`config.mk`:
```
export PLATFORM = sky130hd
export DESIGN_NAME = grey_arb
export DESIGN_NICKNAME = d
export VERILOG_FILES = /design/src/rtl/grey_pkg.sv /design/src/rtl/grey_conv.sv /design/src/rtl/grey_arb.sv
export SDC_FILE = /design/constraint.sdc
export NUM_CORES = 1
export LEC_CHECK = 0
export CAP_MARGIN = 20
export CORE_MARGIN = 3
export CORE_UTILIZATION = 46
export DETAILED_ROUTE_END_ITERATION = 16
export GPL_TIMING_DRIVEN = 0
export PLACE_DENSITY = 0.78
export SYNTH_ARGS = -nofsm -noshare
export SYNTH_HDL_FRONTEND = slang
export SYNTH_HIERARCHICAL = 1
export SYNTH_SLANG_ARGS = --single-unit
```
`constraint.sdc`:
```
create_clock -name clk -period 1.67 [get_ports clk]
set_clock_uncertainty 0.1 [all_clocks]
set_input_delay 0.334 -clock clk [delete_from_list [all_inputs] [get_ports clk]]
set_output_delay 0.334 -clock clk [all_outputs]
set_load 0.02 [all_outputs]
```
`src/rtl/grey_pkg.sv`:
```
// Shared types, constants and grant helper for the grey_arb arbiter/sequencer.
package grey_pkg;

    localparam int unsigned SEQ_W     = 8;
    localparam int unsigned WIDTH_DEF = 8;

    typedef enum logic [1:0] {
        IDLE = 2'd0,
        CONV = 2'd1,
        HOLD = 2'd2
    } state_e;

    localparam logic REQ0 = 1'b0;
    localparam logic REQ1 = 1'b1;

    // Round-robin pick: under contention the requester that did not win last time goes.
    function automatic logic pick_grant(input logic v0, input logic v1, input logic last);
        logic g;
        if (v0 && v1) begin
            g = ~last;
        end else if (v1) begin
            g = REQ1;
        end else begin
            g = REQ0;
        end
        return g;
    endfunction

endpackage

```
`src/rtl/grey_conv.sv`:
```
// Purely combinational binary-to-Gray converter; the MSB passes through.
module grey_conv #(
    parameter int unsigned WIDTH = 8
) (
    input  logic [WIDTH-1:0] bin_i,
    output logic [WIDTH-1:0] grey_o
);

    assign grey_o = bin_i ^ (bin_i >> 1);

endmodule

```
`src/rtl/grey_arb.sv`:
```
// Two-requester round-robin arbiter feeding one shared Gray converter, with a
// held, sequence-numbered result on a valid/ready output.
module grey_arb
    import grey_pkg::*;
#(
    parameter int unsigned WIDTH = WIDTH_DEF
) (
    input  logic             clk,
    input  logic             rst_n,
    input  logic             req0_valid,
    input  logic [WIDTH-1:0] req0_data,
    output logic             req0_ready,
    input  logic             req1_valid,
    input  logic [WIDTH-1:0] req1_data,
    output logic             req1_ready,
    output logic             out_valid,
    output logic [WIDTH-1:0] out_grey,
    output logic             out_id,
    output logic [SEQ_W-1:0] out_seq,
    input  logic             out_ready,
    output logic             busy
);

    state_e             state_q, state_d;
    logic               last_grant_q, last_grant_d;
    logic [WIDTH-1:0]   cap_data_q, cap_data_d;
    logic               cap_id_q, cap_id_d;
    logic               out_valid_q, out_valid_d;
    logic [WIDTH-1:0]   out_grey_q, out_grey_d;
    logic               out_id_q, out_id_d;
    logic [SEQ_W-1:0]   out_seq_q, out_seq_d;
    logic               busy_q, busy_d;

    logic               grant_c;
    logic               accept_c;
    logic [WIDTH-1:0]   grey_c;

    // Single shared converter between the capture register and the output register.
    grey_conv #(
        .WIDTH (WIDTH)
    ) u_conv (
        .bin_i  (cap_data_q),
        .grey_o (grey_c)
    );

    // Grant choice and combinational ready; only ever one ready, only in IDLE.
    always_comb begin
        grant_c    = pick_grant(req0_valid, req1_valid, last_grant_q);
        req0_ready = (state_q == IDLE) && req0_valid && (grant_c == REQ0);
        req1_ready = (state_q == IDLE) && req1_valid && (grant_c == REQ1);
        accept_c   = req0_ready || req1_ready;
    end

    // Next-state and register-update logic for the FSM and its datapath.
    always_comb begin
        state_d      = state_q;
        last_grant_d = last_grant_q;
        cap_data_d   = cap_data_q;
        cap_id_d     = cap_id_q;
        out_valid_d  = out_valid_q;
        out_grey_d   = out_grey_q;
        out_id_d     = out_id_q;
        out_seq_d    = out_seq_q;

        case (state_q)
            IDLE: begin
                if (accept_c) begin
                    cap_data_d   = (grant_c == REQ1) ? req1_data : req0_data;
                    cap_id_d     = grant_c;
                    last_grant_d = grant_c;
                    state_d      = CONV;
                end
            end
            CONV: begin
                out_grey_d  = grey_c;
                out_id_d    = cap_id_q;
                out_valid_d = 1'b1;
                state_d     = HOLD;
            end
            HOLD: begin
                if (out_ready) begin
                    out_valid_d = 1'b0;
                    out_seq_d   = out_seq_q + SEQ_W'(1);
                    state_d     = IDLE;
                end
            end
            default: begin
                state_d = IDLE;
            end
        endcase

        busy_d = (state_d != IDLE);
    end

    // State and datapath registers with asynchronous active-low reset.
    always_ff @(posedge clk or negedge rst_n) begin
        if (!rst_n) begin
            state_q      <= IDLE;
            last_grant_q <= REQ1;
            cap_data_q   <= '0;
            cap_id_q     <= REQ0;
            out_valid_q  <= 1'b0;
            out_grey_q   <= '0;
            out_id_q     <= REQ0;
            out_seq_q    <= '0;
            busy_q       <= 1'b0;
        end else begin
            state_q      <= state_d;
            last_grant_q <= last_grant_d;
            cap_data_q   <= cap_data_d;
            cap_id_q     <= cap_id_d;
            out_valid_q  <= out_valid_d;
            out_grey_q   <= out_grey_d;
            out_id_q     <= out_id_d;
            out_seq_q    <= out_seq_d;
            busy_q       <= busy_d;
        end
    end

    assign out_valid = out_valid_q;
    assign out_grey  = out_grey_q;
    assign out_id    = out_id_q;
    assign out_seq   = out_seq_q;
    assign busy      = busy_q;

endmodule

```
# Yosys cells after proc, flatten, opt, wreduce, memory -nomap -nowiden
# Index checks and enable logic that the tools add are counted.
[word_totals]
input_bits = 21
reg_bits = 31
out_inout_bits = 21
[classes]
reduce_logical = 12
eq_ne = 3
bitwise = 3
add_sub_neg = 1
muxes = 8
[ops]
columns = ["operator", "count"]
rows = [
  ["$add 8x1->8 const B", 1],
  ["$mux 8", 1],
  ["$xor 8x7->8", 1],
  ["$pmux 2 s3", 1],
  ["$reduce_and 2->1", 3],
  ["$logic_and 1x1->1", 5],
  ["$mux 2", 2],
  ["$reduce_bool 2->1", 2],
  ["$mux 1", 3],
  ["$eq 2x1->1 const B", 1],
  ["$eq 2x2->1 const B", 1],
  ["$logic_not 2->1", 1],
  ["$ne 2x2->1 const B", 1],
  ["$not 1->1", 2],
  ["$pmux 1 s2", 1],
  ["$logic_or 1x1->1", 1],
]

# Logic depth before layout (Yosys ltp)
[logic_depth]
word_depth = 8
ltp_mapped = 4
ltp_nobuf = 4

# Cells and area by module
# The synthesis kept the hierarchy.
[by_module_without_submodules]
columns = ["mod", "instances", "seq_area_each_um2", "cells_per_inst", "area_per_inst_um2"]
rows = [
  ["grey_arb", 1, 777.0, 114, 1353.8],
  ["grey_conv", 1, 0.0, 8, 68.8],
]

# Worst setup path before layout
# No wires, ideal clock.
[synth_timing]
kind = "register to output"
from = "register last_grant_q"
to = "output port req1_ready"
required_time_ps = 1236
path_slack_ps = 38
arrival_time_ps = 1198
path_stages_with_launch = 4
cell_sequence = "dfstp_2 > a21bo_1 > buf_6 > nor3_1"
[synth_between]
elab_chain_cells = 3
[synth_rtl]
columns = ["element", "line", "text"]
rows = [
  ["start: declaration", "grey_arb.sv:25", "logic last_grant_q, last_grant_d;"],
  ["start signal: assignment", "grey_arb.sv:109", "last_grant_q <= last_grant_d;"],
  ["$not 1->1", "grey_pkg.sv:20", "g = ~last;"],
  ["$mux 1", "grey_pkg.sv:19", "if (v0 && v1) begin"],
  ["$logic_and 1x1->1", "grey_arb.sv:50", "req1_ready = (state_q == IDLE) && req1_valid && (grant_c == REQ1);"],
  ["end: declaration", "grey_arb.sv:15", "output logic req1_ready,"],
]
# No other way between the ends.

# Worst setup path after layout
# Same ends and word-level chain as after synthesis.

==> impl_metrics.py <==
metrics = {
    "setup_path": {
        "regToRegStartpoint": "last_grant_q",
        "setup.worst_path.end": "req1_ready",
        "required_ns": 1.24,
        "worstSetupEndpointType": "primary output",
        "criticalPathCategory": "flip-flop to primary output",
        "start_kind": "flip-flop",
        "path_depth": 3,
        "max_stage_delay_ns": 0.39,
        "slowest_stage": "dfstp_2",
        "critical-path-top-delay-family": "flip-flops",
        "r2r_slack_ns": 0.06,
        "path_cells": "a21bo_4 -> nor3_2 -> buf_4",
        "path_buf_inv": 1,
        "crit_arrival_ns": 1.34,
        "ff2ff_path_depth": 4,
        "r2r_end": "cap_data_q[3]",
        "critPathMaxFanout": 3,
        "cp-startpoint": "last_grant_q",
    },
    "cells_and_area": {
        "drive_gt1_share_pct": 22.99,
        "fin_nets": 195,
        "layout_common_cells": "31 x nand2_1, 28 x dfrtp_1, 21 x dlygate4sd2_1, 18 x clkdlybuf4s50_1, 11 x xor2_1",
        "synthToLayoutAreaGrowth_pct": 40.72,
        "n_antenna_cell": 0,
        "mostFrequentLayoutCell": "nand2_1",
        "fin_area_um2": 2002,
    },
    "synth": {
        "yosys.area.top_type": "dfrtp_1",
        "synth_top_area_share_pct": 52.77,
        "synth_warnings": 6,
        "ys_types": 28,
        "syn_area_per_cell_um2": 11.66,
        "synth.area.top_cells": "dfrtp_1 53%, mux2_4 8.4%, nand2_1 8.2%",
        "syn-num-nets": 144,
        "syn_area_um2": 1423,
        "yosysSeqAreaShare_pct": 54.62,
        "synth_cells": 122,
        "ys_ff_latch": 31,
    },
    "floorplanning": {
        "core_um2": 2853,
        "die_area_um2": 3796,
        "die_x_um": 61.61,
        "die_h_um": 61.61,
        "start_util_pct": 49.87,
        "rows": 19,
        "io_pins": 42,
    },
    "pwr": {
        "leakage_uw": 0.001008,
        "irDropWorstVdd_mv": 0.7744,
        "p_total_uw": 3538,
        "power_density_nw_per_um2": 1767,
    },
    "placed_design": {
        "place_congestion": 0.7534,
        "port_buffers": 41,
        "pre_cts_ws_ns": -0.8597,
        "dp_hpwl_um": 2067,
        "placed_area_um2": 1899,
    },
    "grt": {
        "grt_max_degree": 20,
        "gr-total-overflow": 0,
        "grt_usage_pct": 17.52,
        "grt_pass1_wl_um": 4740,
        "antenna_found_initial": 0,
        "grt_pass1_vias": 1025,
    },
    "detailed_routing": {
        "via_per_inst": 5.039,
        "wire_per_inst_um": 13.54,
        "drcViolationCount": 0,
        "first_iter_violations": 70,
        "routed_wl_um": 2775,
        "drt_pre_antenna_iters": 4,
        "vias": 1033,
        "antenna_left": 0,
    },
    "timing": {
        "hold_slack_ns": 0.3133,
        "setup_violations": 2,
        "timing.fmax_ghz": 0.5625,
        "min_period_ns": 1.778,
        "period_share_pct": 106.5,
        "worstMarginPinSlew_ns": 0.6723,
        "rsz0062_at_grt": "yes",
        "finalMaxSlewViolations": 0,
        "fin_ws_ns": -0.1078,
        "finalSetupTns_ns": -0.1909,
        "relSlewSlack_pct": 55.04,
        "hold_viol": 0,
    },
    "clocking": {
        "clkTransAtPathRegs_ns": 0.09,
        "cts_tree": "yes",
        "clock_latency_ns": 0.32,
        "cts_sinks": 31,
        "ctsLongestPathBuffers": 2,
        "htree_levels": 2,
        "postCtsHoldBufs": 0,
        "ctsRootBufferMaster": "clkbuf_4",
        "cts_buffers": 5,
    },
    "min_path": {
        "hp-class": "input port to async pin",
    },
    "job": {
        "cap_viol_max_count": 0,
    },
    "run_status": {
        "status": "finished, violations left",
        "violations": "setup timing",
    },
}
-- cells in the mapped netlist, drive strengths merged --
master / instances
xnor2: 3
inv: 1
o21ai: 2
a31oi: 1
xor2: 11
nand2b: 3
and4b: 1
dfstp: 1
nor2: 2
and3: 2
a21o: 1
a21oi: 1
dfrtp: 30
mux2: 17
nor3: 3
clkbuf: 2
nand3: 3
nand4: 1
ha: 1
buf: 2
a21bo: 1
nand3b: 1
nor2b: 1
nand2: 31
-- metal layers --
layer | global-route usage [%] | wire length [um] | vias to the layer above
met5 | 0 | 0 | -
met4 | 6.364 | 40 | 0
met3 | 7.128 | 154 | 6
met2 | 27.20 | 1393 | 30
met1 | 21.97 | 1186 | 490
li1 | - | - | 507
-- through the flow --
stage	std cells	util, %
after floorplan	122	-
final	205	70.18
after detailed placement	195	66.58
after global routing	205	70.18
after global placement	194	65.61
after CTS	205	69.56
-- worst min path at each step --
stage | to | cells past startpoint
floorplan | busy | 0
global placement | out_seq[7] | 1
detailed placement | out_valid | 2
CTS | last_grant_q | 2
global route | cap_data_q[0] | 1
finish | cap_data_q[0] | 1
-- cells by family after synthesis --
logic type / count (synthesis) / share of synthesized area, %
xor gates and xnor gates: 14 / 8.619
muxes: 17 / 15.57
and+or+nand+nor: 48 / 15.22
DFF: 31 / 54.62
AOI/OAI and AO/OA: 6 / 2.990
buffers and inverters: 5 / 2.111
adders and majority gates: 1 / 0.8794
-- report_power, final --
part	internal, uW	switching (uW)
registers	1100	303
clock network	354	249
logic	745	786
-- flip-flops by register name (all words and copies together) (netlist names) --
signal        count
out_seq           8
out_grey          8
busy              1
state_q           2
out_id            1
cap_id_q          1
out_valid         1
cap_data_q        8
last_grant_q      1
-- final cells by class --
cell class	count	area, um^2
clock inverters	2	35.03
inverters	1	3.754
multi-input cells	86	638.1
clock buffers	6	51.30
well taps	31	38.79
flip-flops and latches	31	779.5
plain buffers	3	15.01
repair buffers	45	440.4
fillers	225	850.8
-- timing repair --
| action | CTS | global route |
|---|---|---|
| setup endpoints to repair | 21 | 10 |
| cloned | 0 | 0 |
| buffers inserted | 2 | 1 |
| pin swaps | 1 | 2 |
| gates resized for setup | 36 | 7 |
Note: power is estimated with default switching activity, not from simulation.
